### config.mk
export PLATFORM = sky130hd
export DESIGN_NAME = conv_table_loader
export DESIGN_NICKNAME = d
export VERILOG_FILES = /design/src/rtl/conv_table_loader.sv
export SDC_FILE = /design/constraint.sdc
export NUM_CORES = 2
export LEC_CHECK = 0
export ABC_AREA = 0
export CORE_MARGIN = 2
export CORE_UTILIZATION = 30
export CTS_CLUSTER_DIAMETER = 120
export CTS_CLUSTER_SIZE = 40
export DETAILED_ROUTE_END_ITERATION = 8
export GPL_TIMING_DRIVEN = 0
export PLACE_DENSITY = 0.46
export SLEW_MARGIN = 20
export SYNTH_ARGS = -nofsm -noshare
export SYNTH_HDL_FRONTEND = slang
export SYNTH_SLANG_ARGS = --single-unit
### constraint.sdc
create_clock -name clk -period 2.2 [get_ports clk]
set_input_delay 0.44 -clock clk [delete_from_list [all_inputs] [get_ports clk]]
set_output_delay 0.44 -clock clk [all_outputs]
set_load 0.05 [all_outputs]
### src/rtl/conv_table_loader.sv
// conv_table_loader: run-time loadable 256-entry conversion table.
// Optional CSUM_CHECK_EN gates table_ready on a checksum match.
module conv_table_loader #(
    parameter int ADDR_W = 8,
    parameter int DATA_W = 8
) (
    input  logic              clk,
    input  logic              reset_n,
    input  logic              load_start,
    input  logic              s_valid,
    input  logic [DATA_W-1:0] s_data,
    output logic              s_ready,
    output logic              load_busy,
    output logic              load_done,
    output logic [DATA_W-1:0] csum,
    input  logic              lookup_en,
    input  logic [ADDR_W-1:0] lookup_addr,
    output logic [DATA_W-1:0] lookup_data,
    output logic              lookup_valid,
`ifdef CSUM_CHECK_EN
    input  logic [DATA_W-1:0] exp_csum,
    output logic              csum_err,
`endif
    output logic              table_ready
);

    localparam int DEPTH = 1 << ADDR_W;
    localparam logic [ADDR_W-1:0] LAST = ADDR_W'(DEPTH - 1);

    typedef enum logic [1:0] {
        IDLE,
        LOAD,
        DONE
    } state_t;

    state_t            state;
    logic [ADDR_W-1:0] wr_ptr;
    logic              wr_en;
    logic              rd_en;

    (* ram_style = "block" *)
    logic [DATA_W-1:0] mem [DEPTH];

    assign s_ready   = (state == LOAD);
    assign load_busy = (state == LOAD);

    // A restart pulse wins over a beat in the same cycle.
    assign wr_en = (state == LOAD) && s_valid && !load_start;
    assign rd_en = lookup_en && table_ready;

    // Load sequencing: pointer, checksum, completion and table status.
    always_ff @(posedge clk or negedge reset_n) begin
        if (!reset_n) begin
            state       <= IDLE;
            wr_ptr      <= '0;
            csum        <= '0;
            load_done   <= 1'b0;
            table_ready <= 1'b0;
`ifdef CSUM_CHECK_EN
            csum_err    <= 1'b0;
`endif
        end else begin
            load_done <= 1'b0;
            unique case (state)
                IDLE: begin
                    if (load_start) begin
                        state       <= LOAD;
                        wr_ptr      <= '0;
                        csum        <= '0;
                        table_ready <= 1'b0;
`ifdef CSUM_CHECK_EN
                        csum_err    <= 1'b0;
`endif
                    end
                end
                LOAD: begin
                    if (load_start) begin
                        wr_ptr   <= '0;
                        csum     <= '0;
`ifdef CSUM_CHECK_EN
                        csum_err <= 1'b0;
`endif
                    end else if (s_valid) begin
                        wr_ptr <= wr_ptr + 1'b1;
                        csum   <= csum + s_data;
                        if (wr_ptr == LAST) begin
                            state     <= DONE;
                            load_done <= 1'b1;
                        end
                    end
                end
                DONE: begin
                    state <= IDLE;
`ifdef CSUM_CHECK_EN
                    table_ready <= (csum == exp_csum);
                    csum_err    <= (csum != exp_csum);
`else
                    table_ready <= 1'b1;
`endif
                end
                default: state <= IDLE;
            endcase
        end
    end

    // Table write port; contents survive reset like any block RAM.
    always_ff @(posedge clk) begin
        if (wr_en) begin
            mem[wr_ptr] <= s_data;
        end
    end

    // Registered lookup, one-cycle latency, data held when idle.
    always_ff @(posedge clk or negedge reset_n) begin
        if (!reset_n) begin
            lookup_valid <= 1'b0;
            lookup_data  <= '0;
        end else begin
            lookup_valid <= rd_en;
            if (rd_en) begin
                lookup_data <= mem[lookup_addr];
            end
        end
    end

endmodule
======== Word level (Yosys, flattened, before mapping) ========
Memory sizes are Yosys's and may differ from the RTL's. A register that Yosys moved wholly into a read port is not among the register bits.
Index checks and enable logic that the tools add are counted.
word-level totals
  bits in registers ....................... 21
  bits in writable memories ............... 2,048
  input bits .............................. 21
  output and inout port bits .............. 21
  memories ................................ 1
memories
  memory  depth  bits a word  read ports  clocked after Yosys merged registers in  write ports  RTL line  source
  mem     256    8            1           1                                        1            42        logic [DATA_W-1:0] mem [DEPTH];
cells by class
  $add $sub $neg .......................... 2
  equal/unequal tests ..................... 8
  mux-type cells .......................... 20
  reduce and logical (&&, ||, !) cells .... 11
operator list
  kind                                                   number
  two-way mux 8 bit                                      5
  one-hot mux 8 bit (2 select lines)                     2
  adder 8 x 1 -> 8 bit, second input constant            1
  adder 8 bit                                            1
  equality test 8 bit, second input constant             1
  two-way mux 2 bit                                      4
  two-way mux 1 bit                                      7
  inequality test 2 bit, second input constant           3
  one-hot mux 2 bit (2 select lines)                     1
  AND reduction 4 bit                                    1
  nonzero test 2 bit                                     2
  logical AND 1 bit                                      3
  inequality test 3 bit, second input constant           1
  AND reduction 3 bit                                    1
  equality test 2 x 1 -> 1 bit, second input constant    1
  equality test 2 bit, second input constant             1
  zero test 1 bit                                        2
  zero test 2 bit                                        1
  inequality test 2 x 1 -> 1 bit, second input constant  1
  one-hot mux 1 bit (2 select lines)                     1
  AND reduction 2 bit                                    1

======== Logic depth before layout (Yosys ltp) ========
  depth in word-level cells ............... 5
  depth in mapped cells ................... 12

======== Worst setup path after synthesis ========
Ideal clock, no wire load.
  path type ............................... flip-flop to flip-flop
  from .................................... reg state[1]
  to ...................................... mem mem[235][0], enable pin
  arrival time ............................ 2.372 ns
  path slack .............................. -0.542 ns
  stages on the path, launching flop included .. 10
  path buffers ............................ 2
  period minus slack after synthesis ...... 2.742 ns
  path through ............................ dfrtp_1 > inv_1 > nand2_1 > inv_1 > nand2_1 > nor2_1 > clkbuf_1 > nand3_1 > clkbuf_1 > nor2_1
between the ends
  longest elaborated chain between the ends .. 5
ends and longest elaborated chain
  element                                  RTL line  source
  start, declared                          36        state_t state;
  start signal, assigned                   54        state <= IDLE;
  start signal, assigned                   67        state <= LOAD;
  start signal, assigned                   87        state <= DONE;
  equality test 2 x 1 -> 1 bit             n/a
  via load_busy                            13        output logic load_busy,
  logical AND 1 bit (2 in series)          48        assign wr_en = (state == LOAD) && s_valid && !load_start;
  two-way mux 1 bit                        108       if (wr_en) begin
  two-way mux 1 bit (implied by the code)  109       mem[wr_ptr] <= s_data;
  end, declared                            42
The timed path passes the listed nets, and every way through them passes these cells.

======== Worst setup path in the final report ========
  from .................................... reg table_ready
  to ...................................... reg lookup_data[4], read port of mem
between the ends
  longest elaborated chain between the ends .. 1
ends and longest elaborated chain
  element                 RTL line  source
  start, declared         24        output logic table_ready
  start signal, assigned  58        table_ready <= 1'b0;
  start signal, assigned  70        table_ready <= 1'b0;
  start signal, assigned  98        table_ready <= 1'b1;
  logical AND 1 bit       49        assign rd_en = lookup_en && table_ready;
  via rd_en               39        logic rd_en;
  end, declared           18        output logic [DATA_W-1:0] lookup_data,
The timed path passes the listed nets, and every way through them passes these cells.
A chain may end at the register's enable or synchronous reset.

==> results.cfg <==
[setup_path]
path_delay_family = compound AO/OA/AOI/OAI gates
cp.required_ns = 2.89
crit_slowest_cell = a211oi_1
timing.rr.end = lookup_data[4]
r2r-start = table_ready
cp-end-kind = flop
path_cells = nand2_2, inv_1, nand3b_1, a211oi_1, a32oi_2, o211ai_1
worstPathArrival_ns = 3.25
critPathBufInv = 1
r2r_cells = 6
crit_type = flop to flop
max_stage_delay_ns = 0.59
crit_path_max_fanout = 10
critPathLaunchType = flop
r2r_slack_ns = -0.35

[timing]
rsz0062_at_grt = yes
fmax_ghz = 0.391
fin_crit_sh_pct = 116
finalWorstPathRequiredPeriod_ns = 2.55
setup_viol = 725
maxSlewHeadroom_pct = 32.6
hold_viol = 0
max_slew.worst_pin.slew_ns = 1.01
slew_viol_final = 0
fin_ws_ns = -0.355
clock_skew_ns = 0.0364

[clock_tree]
clock_sinks = 2077
cts_buffer_depth = 3
numCtsBuffers = 58
cts_tree = yes
htreeDepth = 2
cts-root-buf = clkbuf_16
path_clk_slew_ns = 0.15
insertion_delay_ns = 0.81

[status]
failed_checks = negative setup slack
status = finished with violations

[die]
num_rows = 190
core-area_mm2 = 0.267
ios = 42
die_w_um = 522
die_h_um = 522
start_util_pct = 30.1
dieArea_mm2 = 0.272

[place]
dpl.cell_count = 7269
io_buffers = 38
dp_hpwl_um = 155000
dp_worst_setup_slack_ns = -3.26
post_dp_cell_area_mm2 = 0.0870
place.gp.congestion = 0.852

[finish]
syn_to_final_growth_pct = 21.8
mostFrequentLayoutCells = edfxtp_1, mux4_2, nor2_4
design_area_mm2 = 0.0980
stdcell_count = 7757
fillers = 24317
final_common_cell = edfxtp_1
layout.nets = 4205
drive_gt1_share_pct = 40.2

[grt]
grt_first_pass_wirelength_um = 333000
grt_overflow = 0
antenna_found_initial = 13
grt_max_degree = 121
grt_pass1_vias = 40069
grt_usage_pct = 17.6

[drt]
drt-total-wl_um = 246000
wl_met3_um = 14600
wl_met1_um = 110000
drc = 0
wire_per_inst_um = 31.7
vias = 39997
top_layer = met5
postRouteAntennaNets = 0
wl_met2_um = 116000
drt_iter0_drc = 5031
viasPerCell = 5.16
dr.pass1.iters = 7

[pwr]
leakagePower_nw = 29.4
clockPowerShare_pct = 25.9
seq_power_share_pct = 66.2
p_int_mw = 50.7
switching_share_pct = 23.0
p_comb_share_pct = 7.9
p_sw_mw = 15.1
vdd_drop_max_mv = 0.697
p_per_area_mw_per_mm2 = 671

[logic_synthesis]
synth.area.top_cells = edfxtp_1, mux4_2, mux2i_1, nor2_1, dfrtp_1
synth_cell_types = 46
synthFlopType = edfxtp_1
synth_top_cell_area_share_pct = 76.4
ys_ff_latch = 2077
syn-num-nets = 3690
synth_warnings = 0
syn_area_per_cell_um2 = 22.0
syn_inst = 3657
synthesis.area_mm2 = 0.0805
async_flop_share_pct = 1.40
ys_seq_area_share_pct = 77.3
synth_edf_count = 2048
synth.largest_area_cell = edfxtp_1

[hold_path]
hold-path-cell-count = 1
hold-path-endpoint = mem[125][4]
hold_path_class = input pin to flop
min-delay-start = s_data[4]

[run]
maxCapViolations = 0
-- metal layers --
layer | track usage [%] | vias to the layer above
met2 | 28.5 | 1168
met5 | 0 | -
met4 | 3.05 | 2
met3 | 2.02 | 169
li1 | - | 16331
met1 | 25.8 | 22327
-- synthesized netlist by cell type (4+ instances only) --
cell and count:
nor2_1 287, buf_6 19, dfrtp_1 29, clkbuf_2 4, edfxtp_1 2048, buf_1 16
nand4_1 11, o221ai_1 24, nor4_1 7, nor2b_1 9, xnor2_1 5, inv_1 10
a21oi_1 15, nor3_1 7, buf_4 34, and2_1 4, a211o_1 8, ha_1 11
clkbuf_1 103, o211ai_1 9, a22oi_1 33, o22a_1 8, mux2_2 16, a2111oi_0 9
a32oi_1 8, mux2i_1 112, a22o_1 9, mux4_2 536, a211oi_1 16, a31oi_1 9
nand3_1 34, nand2b_1 6, or3_1 4, buf_2 39, o22ai_1 56, o21ai_0 30
nand2_1 58
-- cells by family after synthesis --
group | count (synthesis) | synth area share, %
compound gates | 238 | 2.09
mux | 664 | 16.6
fa+ha+maj | 12 | 0.196
buf+inv | 225 | 1.45
simple gates | 433 | 2.24
flops | 2077 | 77.3
xor+xnor | 8 | 0.0871
-- state kept, by name, summed over array words and instances, names as in the netlist --
| register | flops |
|---|---|
| lookup_data | 8 |
| wr_ptr | 8 |
| csum | 8 |
| table_ready | 1 |
| state | 2 |
| load_done | 1 |
| mem | 2048 |
| lookup_valid | 1 |
-- per-stage QoR --
stage	setup TNS [ns]	power [mW]	util, %	hold slack, ns
3_5_place_dp	-3054.16	49.2	32.5	0.264
6_report	-25.60	65.8	36.6	0.0310
3_3_place_gp	-	49.5	32.3	0.506
2_1_floorplan	-177.28	46.7	-	0.144
5_1_grt	-51.23	67.5	36.6	0.0313
4_1_cts	-57.16	66.1	36.1	0.0103
-- power groups by stage --
stage	clock [mW]	combinational, mW	sequential, mW
2_1_floorplan	0	2.10	44.6
3_3_place_gp	0	4.54	45.0
3_5_place_dp	0	4.72	44.5
4_1_cts	17.5	5.11	43.6
5_1_grt	18.5	5.41	43.6
6_report	17.0	5.18	43.6
-- worst max-delay path by stage --
| stage | to | cells after the start | slack [ns] | from |
|---|---|---|---|---|
| finish | lookup_data[4] | 6 | -0.35 | table_ready |
| global route | lookup_data[4] | 6 | -0.34 | mem[102][4] |
| CTS | lookup_data[1] | 6 | -0.27 | mem[111][1] |
| detailed placement | lookup_data[3] | 11 | -3.26 | lookup_addr[2] |
| global placement | csum[7] | 9 | -9.53 | s_data[1] |
| floorplan | lookup_data[1] | 9 | -0.31 | lookup_addr[0] |
-- timing repair --
action                                  in CTS  in global routing
setup buffers                              308                 67
endpoints found under the setup margin    2093               1906
hold buffers                                 4                  0
resized for setup                          840                118
gates cloned                                20                  5
endpoints found under the hold margin       73                  0
pin swaps                                  219                124
-- layout make-up --
cell class / instances / area, um2 / share of cell area, %
Sequential cell: 2077 / 62200 / 63.5
Multi-Input combinational cell: 1355 / 20300 / 20.7
Timing Repair Buffer: 462 / 7180 / 7.33
Tap cell: 3552 / 4440 / 4.54
Buffer: 208 / 2120 / 2.16
Clock buffer: 85 / 1620 / 1.65
Clock inverter: 6 / 82.6 / 0.0843
Inverter: 10 / 41.3 / 0.0421
Antenna cell: 2 / 5.00 / 0.00511
No activity file was read; power rests on OpenSTA's default activity.
